[src/rtl/txt_console.sv]
// txt_console: character-stream front end for the 40x30 text-mode display memory.
// Accepts bytes over valid/ready, tracks a cursor, writes glyph codes into one port
// of the dual-port display RAM, and handles CR, LF, BS, FF, screen clear and scroll.
//
// Ports:
//   clk, clr                 clock, asynchronous active-high reset
//   char_in, char_valid      byte stream from the CPU/UART side
//   char_ready               byte accepted when char_valid & char_ready
//   mem_addr/wdata/en/we     display memory port (owned by this block)
//   mem_rdata                read data, valid the cycle after an enabled read
//   cursor_x, cursor_y       current cursor position
//   busy                     clear or scroll in progress
//
// Build option: define TXT_CONSOLE_TAB_EN to make TAB (0x09) advance to the next
// multiple-of-8 column; otherwise TAB is ignored like other unlisted control codes.
module txt_console #(
  parameter int unsigned COLS   = 40,
  parameter int unsigned ROWS   = 30,
  parameter int unsigned ADDR_W = 12,
  parameter logic [7:0]  BLANK  = 8'h20
) (
  input  logic              clk,
  input  logic              clr,
  input  logic [7:0]        char_in,
  input  logic              char_valid,
  output logic              char_ready,
  output logic [ADDR_W-1:0] mem_addr,
  output logic [7:0]        mem_wdata,
  output logic              mem_en,
  output logic              mem_we,
  input  logic [7:0]        mem_rdata,
  output logic [5:0]        cursor_x,
  output logic [4:0]        cursor_y,
  output logic              busy
);

  localparam int unsigned CELLS  = COLS * ROWS;
  localparam int unsigned MOVE_N = COLS * (ROWS - 1);
  localparam int unsigned CNT_W  = $clog2(CELLS + 1);

  typedef enum logic [2:0] {
    CLEAR,
    IDLE,
    WRITE,
    SCROLL_RD,
    SCROLL_WR,
    SCROLL_CLR
  } state_t;

  state_t            state, state_n;
  logic [CNT_W-1:0]  cnt, cnt_n;
  logic [5:0]        cx_n;
  logic [4:0]        cy_n;
  logic              pend, pend_n;
  logic              ready_n, en_n, we_n, busy_n;
  logic [ADDR_W-1:0] addr_n;
  logic [7:0]        wdata_q, wdata_n;
  logic              do_lf, go_scroll;

`ifdef TXT_CONSOLE_TAB_EN
  logic [6:0] tab_x;
  assign tab_x = 7'({cursor_x[5:3], 3'b000}) + 7'd8;
`endif

  // Linear cell address y*COLS + x; shift-add form for the standard 40-column grid.
  function automatic logic [ADDR_W-1:0] cell_addr(input logic [5:0] x, input logic [4:0] y);
    if (COLS == 40)
      return (ADDR_W'(y) << 5) + (ADDR_W'(y) << 3) + ADDR_W'(x);
    else
      return ADDR_W'(y) * ADDR_W'(COLS) + ADDR_W'(x);
  endfunction

  // The RAM's read data is forwarded straight through during SCROLL_WR so the copy
  // keeps a two-cycle read/write rhythm; every other cycle drives the registered value.
  assign mem_wdata = (state == SCROLL_WR) ? mem_rdata : wdata_q;

  // Next state, next cursor and next registered outputs.
  always_comb begin
    state_n   = state;
    cnt_n     = cnt;
    cx_n      = cursor_x;
    cy_n      = cursor_y;
    pend_n    = pend;
    ready_n   = 1'b0;
    en_n      = 1'b0;
    we_n      = 1'b0;
    busy_n    = 1'b0;
    addr_n    = '0;
    wdata_n   = '0;
    do_lf     = 1'b0;
    go_scroll = 1'b0;

    case (state)
      CLEAR: begin
        pend_n = 1'b0;
        if (cnt == CNT_W'(CELLS)) begin
          state_n = IDLE;
          ready_n = 1'b1;
          cnt_n   = '0;
          cx_n    = '0;
          cy_n    = '0;
        end else begin
          busy_n  = 1'b1;
          en_n    = 1'b1;
          we_n    = 1'b1;
          addr_n  = ADDR_W'(cnt);
          wdata_n = BLANK;
          cnt_n   = cnt + CNT_W'(1);
        end
      end

      IDLE: begin
        ready_n = 1'b1;
        if (char_valid && char_ready) begin
          if ((char_in >= 8'h20) && (char_in <= 8'h7E)) begin
            state_n = WRITE;
            ready_n = 1'b0;
            en_n    = 1'b1;
            we_n    = 1'b1;
            addr_n  = cell_addr(cursor_x, cursor_y);
            wdata_n = char_in;
            if (cursor_x == 6'(COLS - 1)) begin
              cx_n = '0;
              if (cursor_y == 5'(ROWS - 1)) pend_n = 1'b1;
              else                          cy_n   = cursor_y + 5'd1;
            end else begin
              cx_n = cursor_x + 6'd1;
            end
          end else begin
            case (char_in)
              8'h0D: cx_n = '0;
              8'h0A: do_lf = 1'b1;
              8'h08: begin
                if (cursor_x != 6'd0) begin
                  state_n = WRITE;
                  ready_n = 1'b0;
                  en_n    = 1'b1;
                  we_n    = 1'b1;
                  cx_n    = cursor_x - 6'd1;
                  addr_n  = cell_addr(cursor_x - 6'd1, cursor_y);
                  wdata_n = BLANK;
                end
              end
              8'h0C: begin
                // First clear write goes out immediately; counter continues from 1.
                state_n = CLEAR;
                ready_n = 1'b0;
                busy_n  = 1'b1;
                en_n    = 1'b1;
                we_n    = 1'b1;
                addr_n  = '0;
                wdata_n = BLANK;
                cnt_n   = CNT_W'(1);
              end
`ifdef TXT_CONSOLE_TAB_EN
              8'h09: begin
                if (tab_x >= 7'(COLS)) do_lf = 1'b1;
                else                   cx_n  = tab_x[5:0];
              end
`endif
              default: ;
            endcase
          end
        end
      end

      WRITE: begin
        if (pend) begin
          pend_n    = 1'b0;
          go_scroll = 1'b1;
        end else begin
          state_n = IDLE;
          ready_n = 1'b1;
        end
      end

      SCROLL_RD: begin
        state_n = SCROLL_WR;
        busy_n  = 1'b1;
        en_n    = 1'b1;
        we_n    = 1'b1;
        addr_n  = ADDR_W'(cnt);
      end

      SCROLL_WR: begin
        busy_n = 1'b1;
        en_n   = 1'b1;
        if (cnt == CNT_W'(MOVE_N - 1)) begin
          state_n = SCROLL_CLR;
          we_n    = 1'b1;
          cnt_n   = CNT_W'(MOVE_N);
          addr_n  = ADDR_W'(MOVE_N);
          wdata_n = BLANK;
        end else begin
          state_n = SCROLL_RD;
          cnt_n   = cnt + CNT_W'(1);
          addr_n  = ADDR_W'(cnt) + ADDR_W'(COLS + 1);
        end
      end

      SCROLL_CLR: begin
        if (cnt == CNT_W'(CELLS - 1)) begin
          state_n = IDLE;
          ready_n = 1'b1;
          cnt_n   = '0;
          cx_n    = '0;
          cy_n    = 5'(ROWS - 1);
        end else begin
          busy_n  = 1'b1;
          en_n    = 1'b1;
          we_n    = 1'b1;
          cnt_n   = cnt + CNT_W'(1);
          addr_n  = ADDR_W'(cnt) + ADDR_W'(1);
          wdata_n = BLANK;
        end
      end

      default: begin
        state_n = CLEAR;
        cnt_n   = '0;
      end
    endcase

    // Line feed: wrap to column 0, scroll instead of stepping past the last row.
    if (do_lf) begin
      cx_n = '0;
      if (cursor_y == 5'(ROWS - 1)) go_scroll = 1'b1;
      else                          cy_n      = cursor_y + 5'd1;
    end

    // Scroll starts with the read of cell COLS (row 1, column 0).
    if (go_scroll) begin
      state_n = SCROLL_RD;
      ready_n = 1'b0;
      busy_n  = 1'b1;
      en_n    = 1'b1;
      we_n    = 1'b0;
      cnt_n   = '0;
      addr_n  = ADDR_W'(COLS);
      wdata_n = '0;
    end
  end

  // State, cursor and output registers.
  always_ff @(posedge clk or posedge clr) begin
    if (clr) begin
      state      <= CLEAR;
      cnt        <= '0;
      cursor_x   <= '0;
      cursor_y   <= '0;
      pend       <= 1'b0;
      char_ready <= 1'b0;
      mem_en     <= 1'b0;
      mem_we     <= 1'b0;
      busy       <= 1'b0;
      mem_addr   <= '0;
      wdata_q    <= '0;
    end else begin
      state      <= state_n;
      cnt        <= cnt_n;
      cursor_x   <= cx_n;
      cursor_y   <= cy_n;
      pend       <= pend_n;
      char_ready <= ready_n;
      mem_en     <= en_n;
      mem_we     <= we_n;
      busy       <= busy_n;
      mem_addr   <= addr_n;
      wdata_q    <= wdata_n;
    end
  end

endmodule

[config.mk]
export PLATFORM = sky130hd
export DESIGN_NAME = txt_console
export DESIGN_NICKNAME = d
export VERILOG_FILES = /design/src/rtl/txt_console.sv
export SDC_FILE = /design/constraint.sdc
export NUM_CORES = 1
export LEC_CHECK = 0
export CAP_MARGIN = 10
export CORE_ASPECT_RATIO = 1.5
export CORE_UTILIZATION = 30
export CTS_BUF_LIST = sky130_fd_sc_hd__clkbuf_2
export CTS_CLUSTER_SIZE = 20
export DETAILED_ROUTE_END_ITERATION = 10
export HOLD_SLACK_MARGIN = 0.02
export PLACE_DENSITY = 0.58
export RECOVER_POWER = 25
export SLEW_MARGIN = 20
export SYNTH_ARGS = -nofsm -noshare
export SYNTH_HDL_FRONTEND = slang
export SYNTH_SLANG_ARGS = --single-unit
[constraint.sdc]
create_clock -name clk -period 3.2 [get_ports clk]
set_clock_uncertainty 0.1 [all_clocks]
set_input_delay 0.48 -clock clk [delete_from_list [all_inputs] [get_ports clk]]
set_output_delay 0.48 -clock clk [all_outputs]
set_load 0.02 [all_outputs]
# Yosys cells after proc, flatten, opt, wreduce, memory -nomap -nowiden
# Index checks and enable logic that the tools add are counted.
word_totals:
  register_bits: 50
  input_bits: 19
  output_inout_bits: 35
  word_cells: 160
classes:
  addsub: 9
  n_lt_le_gt_ge: 2
  n_eq_ne: 32
  mux: 93
  n_reduce_logical: 13
op_table:
  columns: ["operator", "count"]
  rows:
  - ["$mux 11", 8]
  - ["$mux 12", 7]
  - ["$mux 6", 11]
  - ["$pmux 12 s5", 1]
  - ["$pmux 11 s5", 1]
  - ["$mux 5", 8]
  - ["$eq 11x11->1 const B", 3]
  - ["$eq 8x4->1 const B", 4]
  - ["$mux 8", 4]
  - ["$pmux 8 s4", 1]
  - ["$mux 1", 31]
  - ["$mux 3", 8]
  - ["$ne 3x3->1 const B", 8]
  - ["$pmux 6 s2", 2]
  - ["$pmux 3 s6", 1]
  - ["$pmux 6 s3", 1]
  - ["$pmux 5 s3", 1]
  - ["$add 11x1->12 const B", 1]
  - ["$add 11x6->12", 1]
  - ["$add 11x6->12 const B", 1]
  - ["$add 12x6->12", 1]
  - ["$pmux 1 s4", 3]
  - ["$reduce_and 6->1", 2]
  - ["$add 10x8->11", 1]
  - ["other kinds (27)", 39]

# Longest topological paths before layout
depth:
  word_depth: 8
  mapped_depth: 12

# Least setup slack after synthesis
# OpenSTA, ideal clock, no wires.
synth_path:
  path_type: "register to register"
  from: "register cursor_x[0]"
  to: "register mem_addr[10]"
  t_arrival_ns: 2.621
  t_required_ns: 2.974
  setup_slack_ns: 0.353
  path_stages_with_launch: 13
  path_buffers: 0
  period_less_slack_ns: 2.847
  cell_sequence: "dfrtp_1 > inv_1 > ha_1 > nor3b_1 > xnor2_1 > inv_1 > ha_1 > a21o_1 > a21o_1 > o2111ai_1 > a211oi_1 > a21o_1 > a221o_1"
synth_between:
  elab_chain_len: 8
  elab_cells_between_ends: 10
  cone_classes: "add/sub: 3; mux: 6; reduce/logical: 1"
synth_lines:
  columns: ["item", "line_no", "text"]
  rows:
  - ["from (decl)", "32", "output logic [5:0] cursor_x,"]
  - ["from (signal assigned)", "261", "cursor_x <= cx_n;"]
  - ["$sub 6x1->6", "140", "addr_n = cell_addr(cursor_x - 6'd1, cursor_y);"]
  - ["$add 11x6->12", "68", "return (ADDR_W'(y) << 5) + (ADDR_W'(y) << 3) + ADDR_W'(x);"]
  - ["$mux 12", "134", "if (cursor_x != 6'd0) begin"]
  - ["$mux 12", "130", "case (char_in)"]
  - ["$mux 12 (*)", "115", "if ((char_in >= 8'h20) && (char_in <= 8'h7E)) begin"]
  - ["$mux 12 (*)", "114", "if (char_valid && char_ready) begin"]
  - ["$pmux 12 s5 (*)", "93", "case (state)"]
  - ["$mux 12 (*)", "232", "if (go_scroll) begin"]
  - ["named net addr_n[10]", "56", "logic [ADDR_W-1:0] addr_n;"]
  - ["to (signal assigned)", "268", "mem_addr <= addr_n;"]
  - ["to (decl)", "27", "output logic [ADDR_W-1:0] mem_addr,"]
# The timed path passes the listed nets; every way through them passes the cells marked *.
# A chain may end at the register's enable or synchronous reset.

# Final worst setup path
layout_path:
  from: "register state[0]"
  to: "output port mem_wdata[3]"
layout_between:
  elab_chain_len: 2
layout_lines:
  columns: ["item", "line_no", "text"]
  rows:
  - ["from (decl)", "50", "state_t state, state_n;"]
  - ["from (signal assigned)", "259", "state <= state_n;"]
  - ["$eq 3x3->1", "75", "assign mem_wdata = (state == SCROLL_WR) ? mem_rdata : wdata_q;"]
  - ["$mux 8", "75", null]
  - ["to (decl)", "28", "output logic [7:0] mem_wdata,"]
# Every way passes these cells.

==> reports/metrics.cfg <==
[synth]
synth_cell_types=78
ys.flop_type=dfrtp_1
synth-seq-cells=50
synth-edff-count=0
synthesis.nets=522
async_flop_share_pct=100
ys_seq_area_share_pct=31.0
synth_area_per_cell_sq_um=8.34
syn_inst=484
ys_warn_count=0
synth_area_sq_um=4040

[drt]
routed_wl_mm=13.3
final_antenna_net_count=0
wire_per_inst_um=18.7
drc=0
via_per_inst=5.81
firstDrtPassIters=5
first_iter_violations=254
vias=4155

[worst_setup_path]
crit_type=reg -> out
max_stage_delay_ns=0.65
cp.arrival_ns=2.48
crit_start=state[0]
crit_chain=or3b_1 -> nand2_1 -> nand2_1 -> clkdlybuf4s50_1
cp.required_ns=2.62
end_kind=output port
start_kind=register
worstPathMaxFanout=14
r2r_slack_ns=0.31
cpMostUsedCell=nand2_1
path_delay_family=simple AND/OR/NAND/NOR gates
reg2reg_from=cursor_x[0]
cpMaxStageDelayCell=or3b_1
critPathBufInv=1

[sta]
tightest_slew_ns=1.29
setup_ws_ns=0.144
fmax_mhz=327
final-hold-violation-count=0
slew_headroom_pct=14.3
fin_crit_ns=3.06
fin_hold_ws_ns=0.473
finalSetupViolCount=0
fin_crit_sh_pct=95.5
final-max-slew-violation-count=0
fin_tns_setup_ns=0
grt_setup_unrepaired=no

[final_layout]
seqCellArea_sq_um=1250
fillers=1357
most-common-layout-cells=nand2_1, clkdlybuf4s50_1, dfrtp_1, nor2_1, buf_4
postLayoutCellArea_sq_um=5000
fin_util_pct=38.3
layout-drive-gt1-share_pct=12.6
area_delta_synth_final_pct=24.0
mostFrequentLayoutCell=nand2_1
finalNetCount=592
multi_input_area_sq_um=2620
fin_cells=715

[place]
dp.cells=706
preCtsSetupSlack_ns=0.107
hpwl_mm=10.4
gp_congestion=0.863
placedInstanceArea_sq_um=4960
port_buffers=53

[global_route]
grt_max_degree=51
antenna_found_initial=1
grt_first_pass_wirelength_mm=21.7
track_usage_pct=19.4
overflow=0
grt_pass1_vias=4226

[power]
comb_power_share_pct=61.7
finalPower_mw=3.14
p_per_area_nw_per_um2=627
internal_power_mw=1.62
p_clk_share_pct=9.3
ir_drop_mv=0.210
power_frac_seq_pct=29.0
power_leakage_nw=2.09
p_switching_mw=1.52
swShare_pct=48.4

[clock_network]
clkSlewWorstSetupHoldPaths_ns=0.28
cts-resized-gates=0
cts_max_level=2
cts_buffers=5
cts_sinks=50
clk-insertion-delay-late_ns=0.48
hold_buffers=0
cts_tree=yes
ctsLongestPathBuffers=2
root_buffer=clkbuf_2
post_cts_buffers=0

[hold_path]
hp-class=reg -> reg
hp-start=state[2]

[floorplanning]
ios=54
rows=51
initial_core_util_pct=30.8
core_sq_um=13100
dieArea_sq_um=13900
die_height_um=144
fp.dieW_um=96.7

[flow_run]
cap_violations=0

[run_status]
status=finished clean

-- flip-flops by register name (all words and copies together), names as in the netlist, 3 cells and up --
signal    flops
wdata_q       8
mem_addr     12
cursor_x      6
cnt          11
state         3
cursor_y      5
-- per-layer routing --
layer | GRT usage (%) | part of all wire, % | up-vias
li1 | - | - | 1953
met1 | 21.2 | 39 | 2029
met2 | 37.2 | 53 | 127
met3 | 1.74 | 3.0 | 46
met4 | 9.58 | 4.3 | 0
met5 | 0 | 0 | -
-- cell type report --
| type | count | share of cell area [%] |
|---|---|---|
| diodes | 1 | 0.0500 |
| repair buffers | 91 | 16.5 |
| multi-input cells | 391 | 52.4 |
| well taps | 159 | 3.98 |
| inverters | 15 | 1.13 |
| clock buffers | 5 | 0.500 |
| flip-flops and latches | 50 | 25.0 |
| clock inverters | 3 | 0.425 |
-- worst paths after layout --
| check | to | cells past startpoint |
|---|---|---|
| setup reg to reg | mem_addr[8] | 12 |
| setup / recovery | mem_wdata[3] | 4 |
| min in group asynchronous | cursor_y[1] | 3 |
| max in group asynchronous | state[2] | 3 |
| hold reg to reg | state[0] | 1 |
| hold / removal | state[0] | 1 |
-- power by group through the flow --
stage	sequential (mW)	combinational [mW]	clock, mW
after global routing	0.934	2.12	0.320
after global placement	0.918	1.91	0
final	0.912	1.94	0.291
after floorplan	0.924	1.21	0
after detailed placement	0.920	1.92	0
after CTS	0.907	1.94	0.300
-- cells in the mapped netlist, types with 4 or more instances --
master,instances,area (sq um)
o21ai_1,4,20.0
o31ai_1,6,45.0
a21o_1,14,105
nor2_1,39,146
o22ai_1,6,37.5
nand3b_1,5,37.5
a31oi_1,7,43.8
nor4_1,5,31.3
o221ai_1,8,70.1
inv_1,15,56.3
a22oi_1,4,30.0
nand4_1,11,68.8
a211o_1,4,35.0
dfrtp_1,50,1250
nor2b_1,6,37.5
xnor2_1,8,70.1
or2_2,4,25.0
nand3_1,11,55.1
a21oi_1,24,120
and2_1,8,50.1
nor3_1,13,65.1
and3_1,8,50.1
clkbuf_1,25,93.8
nand2_1,66,248
o21ai_0,24,120
ha_1,16,200
a221o_1,4,40.0
xor2_1,5,43.8
nor3b_1,4,30.0
-- worst reg2reg max path, stage by stage (launching register included) --
cell,delay (ns)
dfrtp_1,0.46
inv_1,0.08
ha_1,0.19
nor3b_1,0.24
xnor2_1,0.20
inv_1,0.12
ha_1,0.29
a21o_1,0.18
a21o_1,0.22
a32oi_1,0.27
nor3_1,0.08
a21oi_1,0.21
o221ai_1,0.16
-- logic make-up after synthesis --
| group | after synthesis | share of synthesized area [%] |
|---|---|---|
| xor gates and xnor gates | 13 | 2.82 |
| adders and majority gates | 20 | 6.70 |
| DFF | 50 | 31.0 |
| AOI/OAI and AO/OA | 150 | 27.6 |
| muxes | 3 | 0.744 |
| buffers and inverters | 43 | 4.03 |
| other | 1 | 0.0929 |
| and+or+nand+nor | 204 | 27.0 |
(Power assumes the default switching activity.)
